===== config.mk =====
export PLATFORM = sky130hd
export DESIGN_NAME = lsu_n
export DESIGN_NICKNAME = d
export VERILOG_FILES = /design/src/rtl/lsu_n.sv
export SDC_FILE = /design/constraint.sdc
export NUM_CORES = 1
export LEC_CHECK = 0
export CORE_AREA = 4 4 119 121
export CTS_BUF_LIST = sky130_fd_sc_hd__clkbuf_16
export DETAILED_ROUTE_END_ITERATION = 6
export DIE_AREA = 0 0 123 125
export PLACE_DENSITY = 0.8
export SLEW_MARGIN = 20
export SYNTH_ARGS = -nofsm -noshare
export SYNTH_HDL_FRONTEND = slang
export SYNTH_SLANG_ARGS = --single-unit

===== constraint.sdc =====
create_clock -name clk_i -period 2.2 [get_ports clk_i]
set_input_delay 0.33 -clock clk_i [delete_from_list [all_inputs] [get_ports clk_i]]
set_output_delay 0.33 -clock clk_i [all_outputs]
set_load 0.05 [all_outputs]

===== src/rtl/lsu_n.sv =====
// lsu_n -- load/store unit sitting directly behind the execute ALU.
//
// Accepts one access at a time from the execute stage. It runs a single
// req/gnt/rvalid data-memory transaction and returns aligned,
// sign/zero-extended load data for writeback. Misaligned or illegal ops
// never reach memory; they produce a one-cycle err_o pulse instead.
//
// Ports
//   clk_i, rst_ni                 clock, asynchronous active-low reset
//   req_valid_i / req_ready_o     access handshake (ready only while idle)
//   lsu_op_i                      [3] store/load, [2:0] funct3 size/sign
//   alu_data_i                    effective address
//   store_data_i                  rs2 value for stores
//   rd_addr_i                     load destination register
//   dmem_req_o ... dmem_wdata_o   memory request channel (held until gnt)
//   dmem_gnt_i                    request accepted
//   dmem_rvalid_i, dmem_rdata_i   load response
//   done_o                        access completed (load or store)
//   wb_valid_o, wb_data_o, wb_rd_o   load writeback
//   err_o                         misaligned/illegal access rejected
module lsu_n #(
    parameter int n = 32
) (
    input  logic         clk_i,
    input  logic         rst_ni,
    input  logic         req_valid_i,
    output logic         req_ready_o,
    input  logic [3:0]   lsu_op_i,
    input  logic [n-1:0] alu_data_i,
    input  logic [n-1:0] store_data_i,
    input  logic [4:0]   rd_addr_i,
    output logic         dmem_req_o,
    output logic         dmem_we_o,
    output logic [n-1:0] dmem_addr_o,
    output logic [3:0]   dmem_be_o,
    output logic [n-1:0] dmem_wdata_o,
    input  logic         dmem_gnt_i,
    input  logic         dmem_rvalid_i,
    input  logic [n-1:0] dmem_rdata_i,
    output logic         done_o,
    output logic         wb_valid_o,
    output logic [n-1:0] wb_data_o,
    output logic [4:0]   wb_rd_o,
    output logic         err_o
);

    // Lane logic below is written for exactly four byte lanes.
    if (n != 32) begin : g_width_check
        $error("lsu_n: only n = 32 (four byte lanes) is supported");
    end

    typedef enum logic [2:0] {
        S_IDLE,
        S_REQ,
        S_WAIT,
        S_DONE,
        S_ERR
    } state_e;

    state_e       state_q, state_d;
    logic         store_q, store_d;
    logic [2:0]   funct_q, funct_d;
    logic [n-1:0] addr_q, addr_d;
    logic [n-1:0] sdata_q, sdata_d;
    logic [4:0]   rd_q, rd_d;
    logic [n-1:0] wb_data_q, wb_data_d;
    logic [4:0]   wb_rd_q, wb_rd_d;

    // Reject check on the incoming op. Unsigned sizes exist only for loads,
    // and 011/110/111 are illegal in either direction.
    logic op_bad;
    always_comb begin
        op_bad = 1'b0;
        case (lsu_op_i[2:0])
            3'b000:  op_bad = 1'b0;
            3'b001:  op_bad = alu_data_i[0];
            3'b010:  op_bad = (alu_data_i[1:0] != 2'b00);
            3'b100:  op_bad = lsu_op_i[3];
            3'b101:  op_bad = lsu_op_i[3] | alu_data_i[0];
            default: op_bad = 1'b1;
        endcase
    end

    // Store byte enables and lane-replicated write data. Loads always
    // request the full word with zero write data.
    logic [3:0]   req_be;
    logic [n-1:0] req_wdata;
    always_comb begin
        req_be    = 4'b1111;
        req_wdata = '0;
        if (store_q) begin
            req_wdata = sdata_q;
            case (funct_q[1:0])
                2'b00: begin
                    req_be    = 4'b0001 << addr_q[1:0];
                    req_wdata = {4{sdata_q[7:0]}};
                end
                2'b01: begin
                    req_be    = addr_q[1] ? 4'b1100 : 4'b0011;
                    req_wdata = {2{sdata_q[15:0]}};
                end
                default: ;
            endcase
        end
    end

    // Load lane selection and extension; funct3[2] marks unsigned loads.
    logic [7:0]   ld_byte;
    logic [15:0]  ld_half;
    logic [n-1:0] ld_ext;
    always_comb begin
        case (addr_q[1:0])
            2'b00:   ld_byte = dmem_rdata_i[7:0];
            2'b01:   ld_byte = dmem_rdata_i[15:8];
            2'b10:   ld_byte = dmem_rdata_i[23:16];
            default: ld_byte = dmem_rdata_i[31:24];
        endcase
        ld_half = addr_q[1] ? dmem_rdata_i[31:16] : dmem_rdata_i[15:0];
        case (funct_q[1:0])
            2'b00:   ld_ext = {{(n-8){ld_byte[7] & ~funct_q[2]}}, ld_byte};
            2'b01:   ld_ext = {{(n-16){ld_half[15] & ~funct_q[2]}}, ld_half};
            default: ld_ext = dmem_rdata_i;
        endcase
    end

    // Next-state and output logic. The memory request fields are zero
    // outside REQ so the bus is quiet whenever no request is pending.
    always_comb begin
        state_d      = state_q;
        store_d      = store_q;
        funct_d      = funct_q;
        addr_d       = addr_q;
        sdata_d      = sdata_q;
        rd_d         = rd_q;
        wb_data_d    = wb_data_q;
        wb_rd_d      = wb_rd_q;
        req_ready_o  = 1'b0;
        dmem_req_o   = 1'b0;
        dmem_we_o    = 1'b0;
        dmem_addr_o  = '0;
        dmem_be_o    = '0;
        dmem_wdata_o = '0;
        done_o       = 1'b0;
        wb_valid_o   = 1'b0;
        err_o        = 1'b0;
        case (state_q)
            S_IDLE: begin
                req_ready_o = 1'b1;
                if (req_valid_i) begin
                    store_d = lsu_op_i[3];
                    funct_d = lsu_op_i[2:0];
                    addr_d  = alu_data_i;
                    sdata_d = store_data_i;
                    rd_d    = rd_addr_i;
                    state_d = op_bad ? S_ERR : S_REQ;
                end
            end
            S_REQ: begin
                dmem_req_o   = 1'b1;
                dmem_we_o    = store_q;
                dmem_addr_o  = {addr_q[n-1:2], 2'b00};
                dmem_be_o    = req_be;
                dmem_wdata_o = req_wdata;
                if (dmem_gnt_i) begin
                    state_d = store_q ? S_DONE : S_WAIT;
                end
            end
            S_WAIT: begin
                if (dmem_rvalid_i) begin
                    wb_data_d = ld_ext;
                    wb_rd_d   = rd_q;
                    state_d   = S_DONE;
                end
            end
            S_DONE: begin
                done_o     = 1'b1;
                wb_valid_o = ~store_q;
                state_d    = S_IDLE;
            end
            S_ERR: begin
                err_o   = 1'b1;
                state_d = S_IDLE;
            end
            default: state_d = S_IDLE;
        endcase
    end

    assign wb_data_o = wb_data_q;
    assign wb_rd_o   = wb_rd_q;

    always_ff @(posedge clk_i or negedge rst_ni) begin
        if (!rst_ni) begin
            state_q   <= S_IDLE;
            store_q   <= 1'b0;
            funct_q   <= '0;
            addr_q    <= '0;
            sdata_q   <= '0;
            rd_q      <= '0;
            wb_data_q <= '0;
            wb_rd_q   <= '0;
        end else begin
            state_q   <= state_d;
            store_q   <= store_d;
            funct_q   <= funct_d;
            addr_q    <= addr_d;
            sdata_q   <= sdata_d;
            rd_q      <= rd_d;
            wb_data_q <= wb_data_d;
            wb_rd_q   <= wb_rd_d;
        end
    end

endmodule


==> Word-level counts from Yosys, hierarchy flattened <==
Cells that the tools add are included.
W data, S select, Z words.
{ "word_totals": {"inputBits": 110, "elab_cells": 60, "regBits": 113, "output_inout_bits": 111} }
{ "classes": {"n_reduce_logical": 8, "n_eq_ne": 14, "shift": 1, "bitwise": 5, "n_mux": 24} }
{ "op_table": {"columns": ["operator", "count"], "rows": [
  ["$pmux W32 S2", 2],
  ["$mux W32", 3],
  ["$pmux W8 S3", 1],
  ["$mux W16", 1],
  ["$mux W3", 4],
  ["$mux W4", 3],
  ["$eq A3 B2 Y1 const B", 3],
  ["$eq A3 B3 Y1 const B", 3],
  ["$pmux W3 S3", 1],
  ["$pmux W4 S2", 1],
  ["$mux W1", 7],
  ["$eq A3 B1 Y1 const B", 2],
  ["$logic_not A3 Y1", 2],
  ["$ne A2 B2 Y1 const B", 3],
  ["$pmux W1 S5", 1],
  ["$eq A2 B1 Y1 const B", 2],
  ["$logic_not A2 Y1", 2],
  ["$reduce_and A2 Y1", 2],
  ["$shl A1 B2 Y4 const A", 1],
  ["$reduce_and A3 Y1", 1],
  ["$and A1 B1 Y1", 2],
  ["$eq A2 B2 Y1 const B", 1],
  ["$not A1 Y1", 2],
  ["$reduce_bool A2 Y1", 1],
  ["$or A1 B1 Y1", 1]
]} }

==> Logic depth before layout (Yosys ltp) <==
{ "depth": {"word_depth": 5, "ltp_mapped": 7, "mapped_depth_nobuf": 5} }

==> Least setup slack after synthesis <==
No wires, ideal clock.
{ "synth_path": {"path_type": "reg2out", "start": "register state_q[1]", "end": "output port dmem_wdata_o[13]", "path_stages_with_launch": 8, "path_buffers": 2, "t_required_ns": 1.870, "setup_slack_ns": -0.307, "arrival_time_ns": 2.177, "path_cell_list": "dfrtp_1 -> buf_2 -> nor2_2 -> nand2_1 -> inv_2 -> nand2_1 -> buf_2 -> a21oi_1"} }
{ "synth_between": {"elab_chain_cells": 2} }
{ "synth_lines": {"columns": ["element", "line_no", "source"], "rows": [
  ["from (decl)", "60", "state_e state_q, state_d;"],
  ["from (signal assigned)", "202", "state_q <= state_d;"],
  ["$eq A3 B1 Y1", "146", "case (state_q)"],
  ["$mux W32", "146", null],
  ["to (decl)", "36", "output logic [n-1:0] dmem_wdata_o,"]
]} }
Every way passes these cells.

==> Worst setup path after layout <==
{ "layout_path": {"start": "register funct_q[0]", "end": "output port dmem_wdata_o[29]"} }
{ "layout_between": {"elab_chain_cells": 4, "word_cells_on_any_way": 5, "cone_classes": "1 x eq/ne; 3 x mux; 1 x reduce/logical"} }
{ "layout_lines": {"columns": ["element", "line_no", "source"], "rows": [
  ["from (decl)", "62", "logic [2:0] funct_q, funct_d;"],
  ["from (signal assigned)", "204", "funct_q <= funct_d;"],
  ["$eq A2 B1 Y1 or $logic_not A2 Y1 (tied branches)", "93", "case (funct_q[1:0])"],
  ["$pmux W32 S2 (*)", "93", null],
  ["$mux W32 (*)", "91", "if (store_q) begin"],
  ["$mux W32 (*)", "146", null]
]} }
Every way passes the cells marked *; elsewhere a longest branch is shown, timed or not.

==> qor.yml <==
clock_tree:
  clk_pin_slew_worst_paths_ns: 0.05
  numClockSinks: 113
  clockBufferDepth: 2
  clk-insertion-delay-late_ns: 0.41
  cts_buffers: 17
  root_buffer: "clkbuf_16"
  cts_tree: "yes"
  h-tree-depth: 4
cells_and_area:
  finalNonFillerCells: 939
  final_area_um2: 9740
  drive_gt1_share_pct: 34.1
  syn_to_final_growth_pct: 68.8
  fill_cells: 845
  n_antenna_cell: 0
  final_util_pct: 74.5
  nNetsFinal: 860
logic_synthesis:
  synth_cell_types: 47
  ys_warn_count: 0
  ys_ff_latch: 113
  syn_area_um2: 5770
  ys_top_cells_by_area: "dfrtp_1, mux2_2, and3_1, a21oi_1, nand2_1"
  synth.most_common_cell: "dfrtp_1"
  synth-async-reset-ratio_pct: 100
  synth-main-ff-cell: "dfrtp_1"
  synth_top_area_cell: "dfrtp_1"
  synthCells: 529
  synth_top_area_share_pct: 49.0
  synth-edff-count: 0
  synth_common_cells: "dfrtp_1, mux2_2, nand2_1"
  avgSynthCellArea_um2: 10.9
  ys_seq_area_share_pct: 49.0
floorplan:
  pin_count: 221
  start_util_pct: 44.1
  die_w_um: 123
  die_h_um: 125
  core_area_um2: 13100
  die_area_um2: 15400
  row_count: 42
route:
  routedWlPerCell_um: 20.4
  detail-route-antenna-nets: 0
  drc: 0
  drtIter0Drc: 572
  avgViaCountPerCell: 5.57
  route.vias.total: 5227
  postRouteWirelength_um: 19100
  drtPass1Iterations: 7
global_route:
  grt_max_degree: 45
  grt_pass1_vias: 5493
  track_usage_pct: 24.2
  antenna_found_initial: 0
  overflow: 0
  grt_pass1_wl_um: 29000
power_and_ir_drop:
  p_total_mw: 15.7
  power.density_nw_per_um2: 1620
  p_leak_nw: 4.11
  vdd_drop_max_uv: 837
sta:
  final.period_utilization_pct: 97.1
  timing.fmax_ghz: 0.468
  setup_viol: 0
  slew_viol_final: 0
  period_needed_ns: 2.14
  fin_skew_ns: 0.00820
  slew_headroom_pct: 59.2
  worstMarginPinSlew_ns: 0.612
  hold_viol_final: 0
  setup_ws_ns: 0.0633
outcome:
  outcome: "complete, no violations"
placement:
  globalplace.congestion: 0.919
  place_inst: 902
  numPortBuffers: 218
  pre_cts_ws_ns: 0.177
  postPlaceCellArea_um2: 8910
  hpwl_um: 13800
critical_path:
  endpoint_kind: "output pin"
  worstPathArrival_ns: 1.81
  start_kind: "flip-flop"
  crit_fanout: 11
  required_ns: 1.87
  critical_path_class: "flip-flop to output pin"
flow_run:
  maxCapViolations: 0
worst_hold_path:
  hold_class: "flip-flop to flip-flop"
==> area by class of cell <==
type / instances / area [um^2] / share of cell area [%]
clock buffers: 17 / 425 / 4.37
clock inverters: 15 / 176 / 1.81
inverters: 4 / 15.0 / 0.154
multi-input cells: 367 / 2820 / 29.0
flip-flops and latches: 113 / 2830 / 29.1
well taps: 176 / 220 / 2.26
repair buffers: 247 / 3250 / 33.4
==> report_power, final <==
group | internal, mW | total (mW) | switching, mW
combinational | 3.91 | 8.94 | 5.03
sequential | 3.12 | 3.99 | 0.870
clock | 1.86 | 2.82 | 0.953
total | 8.90 | 15.7 | 6.85
==> metal layers <==
layer / vias to the layer above / wire (um) / track usage, % / share of wire, %
met4: 0 / 884 / 12.7 / 4.6
met5: - / 0 / 0 / 0
met3: 57 / 1550 / 6.82 / 8.1
met1: 2553 / 7360 / 29.8 / 39
li1: 2353 / - / - / -
met2: 264 / 9310 / 38.6 / 49
==> metrics by stage <==
stage                TNS (ns)  hold WS, ns
CTS                  -0.00174        0.464
detailed placement          0        0.380
global route        -0.000256        0.489
finish                      0        0.462
global placement            0        0.363
floorplan               -3.29       0.0344
==> sequential cells by signal, summed over array words and instances (netlist names) <==
register and count:
addr_q 32, funct_q 3, rd_q 5, sdata_q 32, state_q 3, store_q 1, wb_data_o 32, wb_rd_o 5
==> timing repair <==
action / CTS / global route
cloned: 0 / 3
endpoints found under the setup margin: 26 / 26
gates resized for setup: 22 / 16
hold buffers: 1 / 0
buffers inserted: 1 / 0
endpoints found under the hold margin: 42 / 0
==> worst max-delay path: stages (launching register included) <==
cell and delay, ns:
dfrtp_2 0.43, buf_6 0.20, mux2i_1 0.26, nor2_1 0.08, a21oi_1 0.22, nor2_4 0.06, buf_12 0.15
==> final timing paths <==
path                               endpoint  slack [ns]        from  cells after the start
max reg2reg                     sdata_q[28]        0.18  state_q[1]                      5
max                        dmem_wdata_o[29]        0.06  funct_q[0]                      6
max in group asynchronous     wb_data_o[26]        1.06      rst_ni                      3
min                              wb_rd_o[4]        0.46     rd_q[4]                      2
min in group asynchronous        wb_rd_o[2]        0.49      rst_ni                      2
min reg2reg                      wb_rd_o[4]        0.46     rd_q[4]                      2
==> cell families after synthesis <==
logic type,after synthesis,share of synthesized area (%)
simple gates,149,13.7
buf+inv,50,5.01
mux,98,19.0
compound gates,118,13.2
other cells,1,0.0650
flops,113,49.0
==> cell usage in the layout (no fill, tap or decap), types with 2 or more instances in the layout <==
master           count
a22o_1               7
nor2_4              11
dfrtp_1            110
buf_12              78
conb_1               2
inv_1                6
a21oi_2              6
a222oi_1             7
clkinv_1             3
bufinv_16            4
and2_1               2
a21oi_1             37
nand2_1             48
nor2_1              11
mux2i_1             17
o21ai_0             17
mux2_2              80
a21oi_4              4
clkinvlp_4           2
clkdlybuf4s50_1    145
clkbuf_16           19
dfrtp_2              3
nor2_2               8
o211ai_1            16
nand2b_1             4
buf_4               17
buf_6                3
nor2b_1             10
o21ai_2             10
clkinv_2             2
o22ai_1              7
nand3b_1             3
and3_1              39
Power figures use the tool's default switching activity.
